## config.mk

```make
export PLATFORM = sky130hd
export DESIGN_NAME = router_merge_4to1
export DESIGN_NICKNAME = d
export VERILOG_FILES = /design/src/rtl/router_merge_4to1.sv
export SDC_FILE = /design/constraint.sdc
export NUM_CORES = 1
export LEC_CHECK = 0
export ABC_AREA = 1
export BUFFER_PORTS_ARGS = -buffer_cell sky130_fd_sc_hd__buf_4
export CAP_MARGIN = 20
export CORE_MARGIN = 1
export CORE_UTILIZATION = 42
export CTS_BUF_LIST = sky130_fd_sc_hd__clkbuf_2 sky130_fd_sc_hd__clkbuf_4 sky130_fd_sc_hd__clkbuf_8
export DETAILED_ROUTE_END_ITERATION = 12
export PLACE_DENSITY = 0.88
export SYNTH_ARGS = -nofsm -noshare
export SYNTH_HDL_FRONTEND = slang
export SYNTH_SLANG_ARGS = --single-unit
```

## constraint.sdc

```tcl
create_clock -name clk -period 2.11 [get_ports clk]
set_input_delay 0 -clock clk [delete_from_list [all_inputs] [get_ports clk]]
set_output_delay 0 -clock clk [all_outputs]
set_load 0.05 [all_outputs]
```

## src/rtl/router_merge_4to1.sv

```systemverilog
// Merges four valid/ready beat streams into one registered output, locking onto a source for a whole packet.
// Latency: one cycle from an input transfer to dout_en; full throughput while dout_rdy is high.
// Backpressure: dout_rdy=0 with dout_en=1 freezes the output register and drops every din_rdy.
// Optional ROUTER_MERGE_FIXED_PRIO_EN replaces the round-robin pointer with fixed lowest-index priority.
module router_merge_4to1 #(
  parameter int DATA_WIDTH = 32
) (
  input  logic                  clk,
  input  logic                  resetn,
  input  logic [DATA_WIDTH-1:0] din0,
  input  logic [DATA_WIDTH-1:0] din1,
  input  logic [DATA_WIDTH-1:0] din2,
  input  logic [DATA_WIDTH-1:0] din3,
  input  logic [3:0]            din_en,
  input  logic [3:0]            din_last,
  output logic [3:0]            din_rdy,
  output logic [DATA_WIDTH-1:0] dout,
  output logic                  dout_en,
  output logic                  dout_last,
  output logic [1:0]            dout_addr,
  input  logic                  dout_rdy
);

  typedef enum logic {
    ST_IDLE   = 1'b0,
    ST_LOCKED = 1'b1
  } state_t;

  state_t                state_q;
  state_t                state_d;
  logic [1:0]            owner_q;
  logic                  out_free;
  logic                  win_vld;
  logic [1:0]            win_idx;
  logic                  grant_vld;
  logic [1:0]            grant_idx;
  logic                  xfer;
  logic [DATA_WIDTH-1:0] sel_dat;
  logic                  sel_last;

  assign out_free = ~dout_en | dout_rdy;

`ifdef ROUTER_MERGE_FIXED_PRIO_EN
  always_comb begin
    win_vld = 1'b0;
    win_idx = 2'd0;
    for (int k = 3; k >= 0; k--) begin
      if (din_en[k]) begin
        win_vld = 1'b1;
        win_idx = 2'(k);
      end
    end
  end
`else
  logic [1:0] rr_ptr_q;
  logic [7:0] en_dbl;
  logic [3:0] en_rot;
  logic [1:0] rot_off;

  // Rotate requests so the pointer position becomes bit 0, then pick the lowest set bit.
  always_comb begin
    en_dbl  = {din_en, din_en};
    en_rot  = en_dbl[rr_ptr_q +: 4];
    win_vld = |en_rot;
    rot_off = 2'd0;
    for (int k = 3; k >= 0; k--) begin
      if (en_rot[k]) begin
        rot_off = 2'(k);
      end
    end
    win_idx = rr_ptr_q + rot_off;
  end

  always_ff @(posedge clk or negedge resetn) begin
    if (!resetn) begin
      rr_ptr_q <= 2'd0;
    end else if (xfer && sel_last) begin
      rr_ptr_q <= grant_idx + 2'd1;
    end
  end
`endif

  // Source that may transfer this cycle: the locked owner, otherwise the arbitration winner.
  always_comb begin
    if (state_q == ST_LOCKED) begin
      grant_idx = owner_q;
      grant_vld = din_en[owner_q];
    end else begin
      grant_idx = win_idx;
      grant_vld = win_vld;
    end
  end

  always_comb begin
    case (grant_idx)
      2'd0:    sel_dat = din0;
      2'd1:    sel_dat = din1;
      2'd2:    sel_dat = din2;
      default: sel_dat = din3;
    endcase
    sel_last = din_last[grant_idx];
  end

  always_ff @(posedge clk or negedge resetn) begin
    if (!resetn) begin
      state_q <= ST_IDLE;
    end else begin
      state_q <= state_d;
    end
  end

  always_comb begin
    state_d = state_q;
    case (state_q)
      ST_IDLE:   if (xfer && !sel_last) state_d = ST_LOCKED;
      ST_LOCKED: if (xfer && sel_last)  state_d = ST_IDLE;
      default:   state_d = ST_IDLE;
    endcase
  end

  // Ready is gated by resetn so nothing handshakes while the block is held in reset.
  always_comb begin
    din_rdy = 4'b0000;
    xfer    = resetn & grant_vld & out_free;
    if (xfer) begin
      din_rdy[grant_idx] = 1'b1;
    end
  end

  always_ff @(posedge clk or negedge resetn) begin
    if (!resetn) begin
      owner_q <= 2'd0;
    end else if (state_q == ST_IDLE && xfer && !sel_last) begin
      owner_q <= grant_idx;
    end
  end

  always_ff @(posedge clk or negedge resetn) begin
    if (!resetn) begin
      dout      <= '0;
      dout_en   <= 1'b0;
      dout_last <= 1'b0;
      dout_addr <= 2'd0;
    end else if (xfer) begin
      dout      <= sel_dat;
      dout_en   <= 1'b1;
      dout_last <= sel_last;
      dout_addr <= grant_idx;
    end else if (dout_en && dout_rdy) begin
      dout      <= '0;
      dout_en   <= 1'b0;
      dout_last <= 1'b0;
      dout_addr <= 2'd0;
    end
  end

endmodule
```

==> results.cfg, run 1 <==
[worst_setup_path]
worstSetupPathType = flop to primary output
cp_max_fo = 7
worstPathArrival_ns = 2.54
worstSetupStartpoint = rr_ptr_q[0]$_DFFE_PN0P_
startpoint_type = flop
worst_path_max_delay_cell = dfrtp_2
endpoint_kind = primary output
critical_path.cell_chain = inv_4 -> nand2_2 -> nand3_2 -> nand2_2 -> buf_4 -> buf_4 -> buf_4 -> nand2_1 -> nand2_1 -> nand2_2 -> nand3_2 -> nand2_4 -> buf_12 -> nand2_4 -> nor2_4 -> buf_6
r2r_start = rr_ptr_q[0]$_DFFE_PN0P_
cp.required_ns = 2.11
r2r_cells = 17
cpPeakStageDelay_ns = 0.48

[place]
place_area_sq_um = 4750
gp_congestion = 0.932
dp.cells = 756
port-buffer-count = 178
place_ws_ns = -0.325
hpwlAfterDp_mm = 8.02

[floorplanning]
die-area_sq_um = 7920
start_util_pct = 43.6
rows = 31
core_sq_um = 7290
io_pins = 179
dieHeight_um = 89.0
dieWidth_um = 89.0

[logic_synthesis]
synth_top_family_by_area = simple AND/OR/NAND/NOR gates
syn_nets = 631
synth_fa_ha_area_share_pct = 0.394
synth_top_cell_by_area = dfrtp_1
synth_cells = 491
synth_compound_area_share_pct = 7.37
syn_area_sq_um = 3180
synth.avg_cell_area_sq_um = 6.47
ys_warn_count = 0
ys_types = 28
synth-xor-area-share_pct = 0.276
synth_top_cell_area_share_pct = 32.3
synth_seq_cells = 41
synth.yosys.seq_area_share_pct = 32.3
yosys.area_share.simple_pct = 48.4
yosys-mux-area-fraction_pct = 0.630
synthTopCellsByArea = dfrtp_1 (32%), nand2_1 (23%), nand3_1 (12%)

[finish]
nets = 843
postLayoutCellArea_sq_um = 5580
diodes = 0
syn_to_final_growth_pct = 75.7
final_layout_size_suffix_gt1_share_pct = 43.7
multi_input_comb_area_sq_um = 2080
ff_latch_area_sq_um = 1030
final_cells = 802
nFillCells = 525
final_core_util_pct = 76.6

[sta]
rsz0062_at_grt = true
setup_viol = 43
hold_viol = 0
timing.final.crit_period_ns = 2.54
max_freq_mhz = 394
tightest_slew_ns = 0.554
relSlewSlack_pct = 63.0
slew_viol_final = 0
finClkSkew_ns = 0.00713
fin_crit_sh_pct = 120
final.setup.worst_slack_ns = -0.428

[clock_tree]
clock-root-buffer = clkbuf_8
cts_buffers = 5
cts_tree = built
clock_latency_ns = 0.30
htree_levels = 2
cts_num_sinks = 41
clockBufferDepth = 2
clk_pin_slew_worst_paths_ns = 0.08

[pwr]
p_leak_nw = 3.08
power.density_nw_per_um2 = 1900
vdd_drop_max_mv = 0.964
power_mw = 10.6

[routing]
drt-total-wl_mm = 12.3
drt-initial-drc-count = 295
vias_per_cell = 5.22
first_pass_iters = 5
wire_per_inst_um = 15.4
ant_nets = 0
num_vias = 4188
drcViolationCount = 0

[worst_hold_path]
worstHoldPathCells = 5
min-delay-path-class = primary input to flop
worstHoldStart = din0[21]

[global_route]
antenna_found_initial = 0
grt_max_degree = 42
overflow = 0
grtUsageTotal_pct = 29.4
first_global_vias = 3970
grt_pass1_wl_mm = 17.9

[outcome]
status = finished with violations
violations = setup timing

[job]
cap_violations = 0
[metrics by stage]
| step | hold slack [ns] | TNS [ns] |
|---|---|---|
| floorplan | -0.296 | -0.336 |
| global placement | 0.119 | -5.70 |
| detailed placement | 0.130 | -10.25 |
| CTS | 0.00107 | -11.85 |
| global route | 0.0244 | -20.93 |
| finish | 0.00300 | -14.87 |
[timing repair]
item	in CTS	in global routing
gates cloned	4	1
hold buffers	5	0
pin swaps	23	13
hold endpoints to repair	45	0
setup buffers	16	13
resized for setup	48	17
setup endpoints to repair	44	44
[cell usage in the layout, fill, tap and decap left out, types with 2 or more instances in the layout]
cell / count
a21oi_1: 4
dfrtp_2: 2
dfrtp_1: 39
o21bai_1: 5
o21ai_1: 4
buf_12: 13
nand2_4: 4
nand3_2: 24
clkbuf_8: 6
o21bai_4: 4
nand3_1: 60
nand2_1: 179
nand2_2: 16
dlygate4sd3_1: 5
inv_2: 4
buf_6: 8
buf_16: 3
buf_4: 204
nand3_4: 2
nor2_4: 6
nand3b_1: 32
o21ai_0: 22
inv_1: 39
nand4_1: 3
[power by group]
group	switching, mW	leakage [nW]	internal (mW)
clock	0.282	0.0477	0.273
sequential	0.208	0.533	1.08
combinational	4.95	2.50	3.80
total	5.44	3.08	5.15
[state kept, by name, indices dropped and copies added, names as in the netlist, named ones only]
name	count
dout_addr	2
rr_ptr_q	2
dout_last	1
owner_q	2
dout	32
dout_en	1
[per-layer routing]
| metal | GRT usage, % | vias to the layer above | routed length, um | share of wire (%) |
|---|---|---|---|---|
| li1 | - | 1998 | - | - |
| met1 | 32.4 | 1936 | 4700 | 38 |
| met2 | 55.9 | 213 | 6310 | 51 |
| met3 | 5.08 | 41 | 881 | 7.1 |
| met4 | 11.8 | 0 | 461 | 3.7 |
| met5 | 0 | - | 0 | 0 |
[cell type report]
cell class | count | share of cell area (%)
Timing Repair Buffer | 236 | 37.4
Inverter | 46 | 3.16
Clock buffer | 7 | 1.61
Sequential cell | 41 | 18.4
Tap cell | 99 | 2.22
Multi-Input combinational cell | 373 | 37.2
[worst max-delay path: cells and delay by family, from the launching register on]
kind | cells | cell delay (ns)
simple gates | 10 | 0.96
buf+inv | 6 | 0.80
flops | 1 | 0.48
[synthesized netlist by cell type (all sizes together)]
cell / number
nor2: 7
dfrtp: 41
o21bai: 9
a21oi: 4
o21ai: 26
clkinv: 2
xor2: 1
o2111ai: 1
ha: 1
a21boi: 1
nand2: 199
buf: 20
inv: 44
clkbuf: 11
mux2i: 2
nand3b: 32
nor3: 1
nand3: 86
nand4: 3
[logic make-up (layout without fill, tap and decap cells)]
group | count (synthesis) | after routing
compound gates | 41 | 41
fa+ha+maj | 1 | 1
simple gates | 328 | 328
flops | 41 | 41
buf+inv | 77 | 289
mux | 2 | 2
xor+xnor | 1 | 1
[path summary, 6_finish.rpt]
path | end | slack (ns)
worst max register to register | dout[24]$_DFFE_PN0P_ | -0.42
worst min-delay path | dout[21]$_DFFE_PN0P_ | 0.003
min in group asynchronous | dout[7]$_DFFE_PN0P_ | 0.37
max in group asynchronous | rr_ptr_q[1]$_DFFE_PN0P_ | 1.33
worst min register to register | dout_last$_DFFE_PN0P_ | 0.48
worst max-delay path | din_rdy[2] | -0.43
(Power assumes the default switching activity.)
==> run 2, diff against run 1 <==
--- a/config.mk
+++ b/config.mk
@@ -12,7 +12,9 @@
 export CORE_UTILIZATION = 42
 export CTS_BUF_LIST = sky130_fd_sc_hd__clkbuf_2 sky130_fd_sc_hd__clkbuf_4 sky130_fd_sc_hd__clkbuf_8
 export DETAILED_ROUTE_END_ITERATION = 12
+export GPL_TIMING_DRIVEN = 0
 export PLACE_DENSITY = 0.88
+export REMOVE_ABC_BUFFERS = 1
 export SYNTH_ARGS = -nofsm -noshare
 export SYNTH_HDL_FRONTEND = slang
 export SYNTH_SLANG_ARGS = --single-unit
==> results.cfg, run 2 (synthesis gave the netlist of run 1 again) <==
[worst_setup_path]
startpoint_type = flop
crit_buf_inv = 4
crit_family = simple AND/OR/NAND/NOR gates
cp.required_ns = 2.30
worst_path_max_delay_cell = dfrtp_2
path_common_cell = nand2_1
critical_path.cell_chain = inv_4 -> nand2_4 -> nand3_2 -> nand2_2 -> nand3_2 -> a21boi_2 -> ha_2 -> xor2_2 -> inv_1 -> nand2_2 -> nand3_4 -> buf_12 -> nand2_8 -> nand3b_1 -> nand2_1 -> inv_1 -> nand2_1 -> nand2_1
worstSetupPathType = flop to flop
cp_max_fo = 10
cpPeakStageDelay_ns = 0.48
endpoint_kind = flop
worstPathArrival_ns = 2.90

[routing]
ant_nets = 0
drt-total-wl_mm = 14.5
drcViolationCount = 0
vias_per_cell = 5.52
wire_per_inst_um = 18.2
num_vias = 4387
drt-initial-drc-count = 244
first_pass_iters = 5

[sta]
rsz0062_at_grt = true
hold_slack_ns = 0.00773
relSlewSlack_pct = 31.3
fin_crit_sh_pct = 128
slew_viol_final = 0
setup_viol = 44
timing.final.crit_period_ns = 2.71
finClkSkew_ns = 0.00526
tightest_slew_ns = 1.03
hold_viol = 0
setup_tns_ns = -20.21
final.setup.worst_slack_ns = -0.597
max_freq_mhz = 369

[finish]
final_common_cell = buf_4
nets = 835
largest_register_ffs = 32
diodes = 0
final_layout_size_suffix_gt1_share_pct = 42.1
mostFrequentLayoutCells = buf_4 (193), nand2_1 (177), nand3_1 (67)
syn_to_final_growth_pct = 72.2
top_register = dout
postLayoutCellArea_sq_um = 5470

[place]
gp_congestion = 0.769
port-buffer-count = 178
hpwlAfterDp_mm = 6.77
place_area_sq_um = 4500

[worst_hold_path]
min-delay-path-class = primary input to flop

[floorplanning]
dieHeight_um = 89.0
start_util_pct = 43.6
die-area_sq_um = 7920
rows = 31
core_sq_um = 7290
io_pins = 179
dieWidth_um = 89.0

[clock_tree]
clock-root-buffer = clkbuf_8
htree_levels = 2
clk_pin_slew_worst_paths_ns = 0.09
cts_num_sinks = 41
clockBufferDepth = 2
cts_tree = built
cts_buffers = 5
clock_latency_ns = 0.29

[outcome]
status = finished with violations
violations = setup timing

[pwr]
p_leak_nw = 3.02
vdd_drop_max_mv = 0.749
power.density_nw_per_um2 = 1880

[job]
cap_violations = 0

[global_route]
first_global_vias = 4091
grt_pass1_wl_mm = 20.3
antenna_found_initial = 0
grtUsageTotal_pct = 34.2
overflow = 0
grt_max_degree = 42
[run 2: cell count changes in the layout (fill, tap and decap cells not counted), moves of 3 or more]
cell and delta:
nand2_4 +6, o21bai_4 -4, nand3_1 +7, nand2_8 +8
buf_12 -7, nand3_2 -8, nand2_2 -4, buf_4 -11
o21bai_1 +4, clkinv_2 +3
[run 2: path summary, 6_finish.rpt]
kind                                         start              endpoint  slack, ns  cells past startpoint
min in group asynchronous                   resetn  dout[17]$_DFFE_PN0P_       0.24                      3
setup / recovery           rr_ptr_q[0]$_DFFE_PN0P_  dout[27]$_DFFE_PN0P_      -0.60                     18
hold / removal                            din0[19]  dout[19]$_DFFE_PN0P_      0.008                      5
hold reg to reg               dout[26]$_DFFE_PN0P_  dout[26]$_DFFE_PN0P_       0.49                      2
setup reg to reg           rr_ptr_q[0]$_DFFE_PN0P_  dout[27]$_DFFE_PN0P_      -0.60                     18
max in group asynchronous                   resetn   dout[9]$_DFFE_PN0P_       1.65                      3
[run 2: worst min-delay path: stages]
cell     delay, ns
buf_4         0.08
nand2_1       0.05
nand3_2       0.05
nand2_1       0.04
nand2_1       0.04
[run 2: metrics by stage]
step / std cells / total power, mW / util [%] / setup WS (ns)
floorplan: 460 / 5.21 / - / -1.34
global placement: 737 / 6.50 / 61.3 / -2.18
detailed placement: 738 / 6.88 / 61.7 / -1.52
CTS: 783 / 9.39 / 71.9 / -0.334
global route: 795 / 10.8 / 75.0 / -0.653
finish: 795 / 10.3 / 75.0 / -0.597
[run 2: report_power, final]
group	switching (mW)	internal (mW)
Clock	0.294	0.229
Sequential	0.217	1.08
Combinational	5.41	3.05
Total	5.93	4.36
[run 2: repair_timing]
action	in CTS	in global routing
hold buffers	5	1
pin swaps	22	22
cloned	10	3
hold endpoints to repair	44	1
endpoints found under the setup margin	44	44
resized for setup	61	30
buffers inserted	22	8
[run 2: area by class of cell]
type,count,area [sq um]
Multi-Input combinational cell,382,2220
Fill cell,530,1820
Timing Repair Buffer,216,1800
Sequential cell,41,1030
Inverter,46,193
Tap cell,99,124
Clock buffer,5,68.8
Timing Repair inverter,3,21.3
Clock inverter,3,17.5
[run 2: per-layer routing]
metal  wire [um]  global-route usage [%]
met4         587                    11.7
met1        5410                    42.0
met2        7230                    60.6
met3        1270                    6.37
met5           0                       0
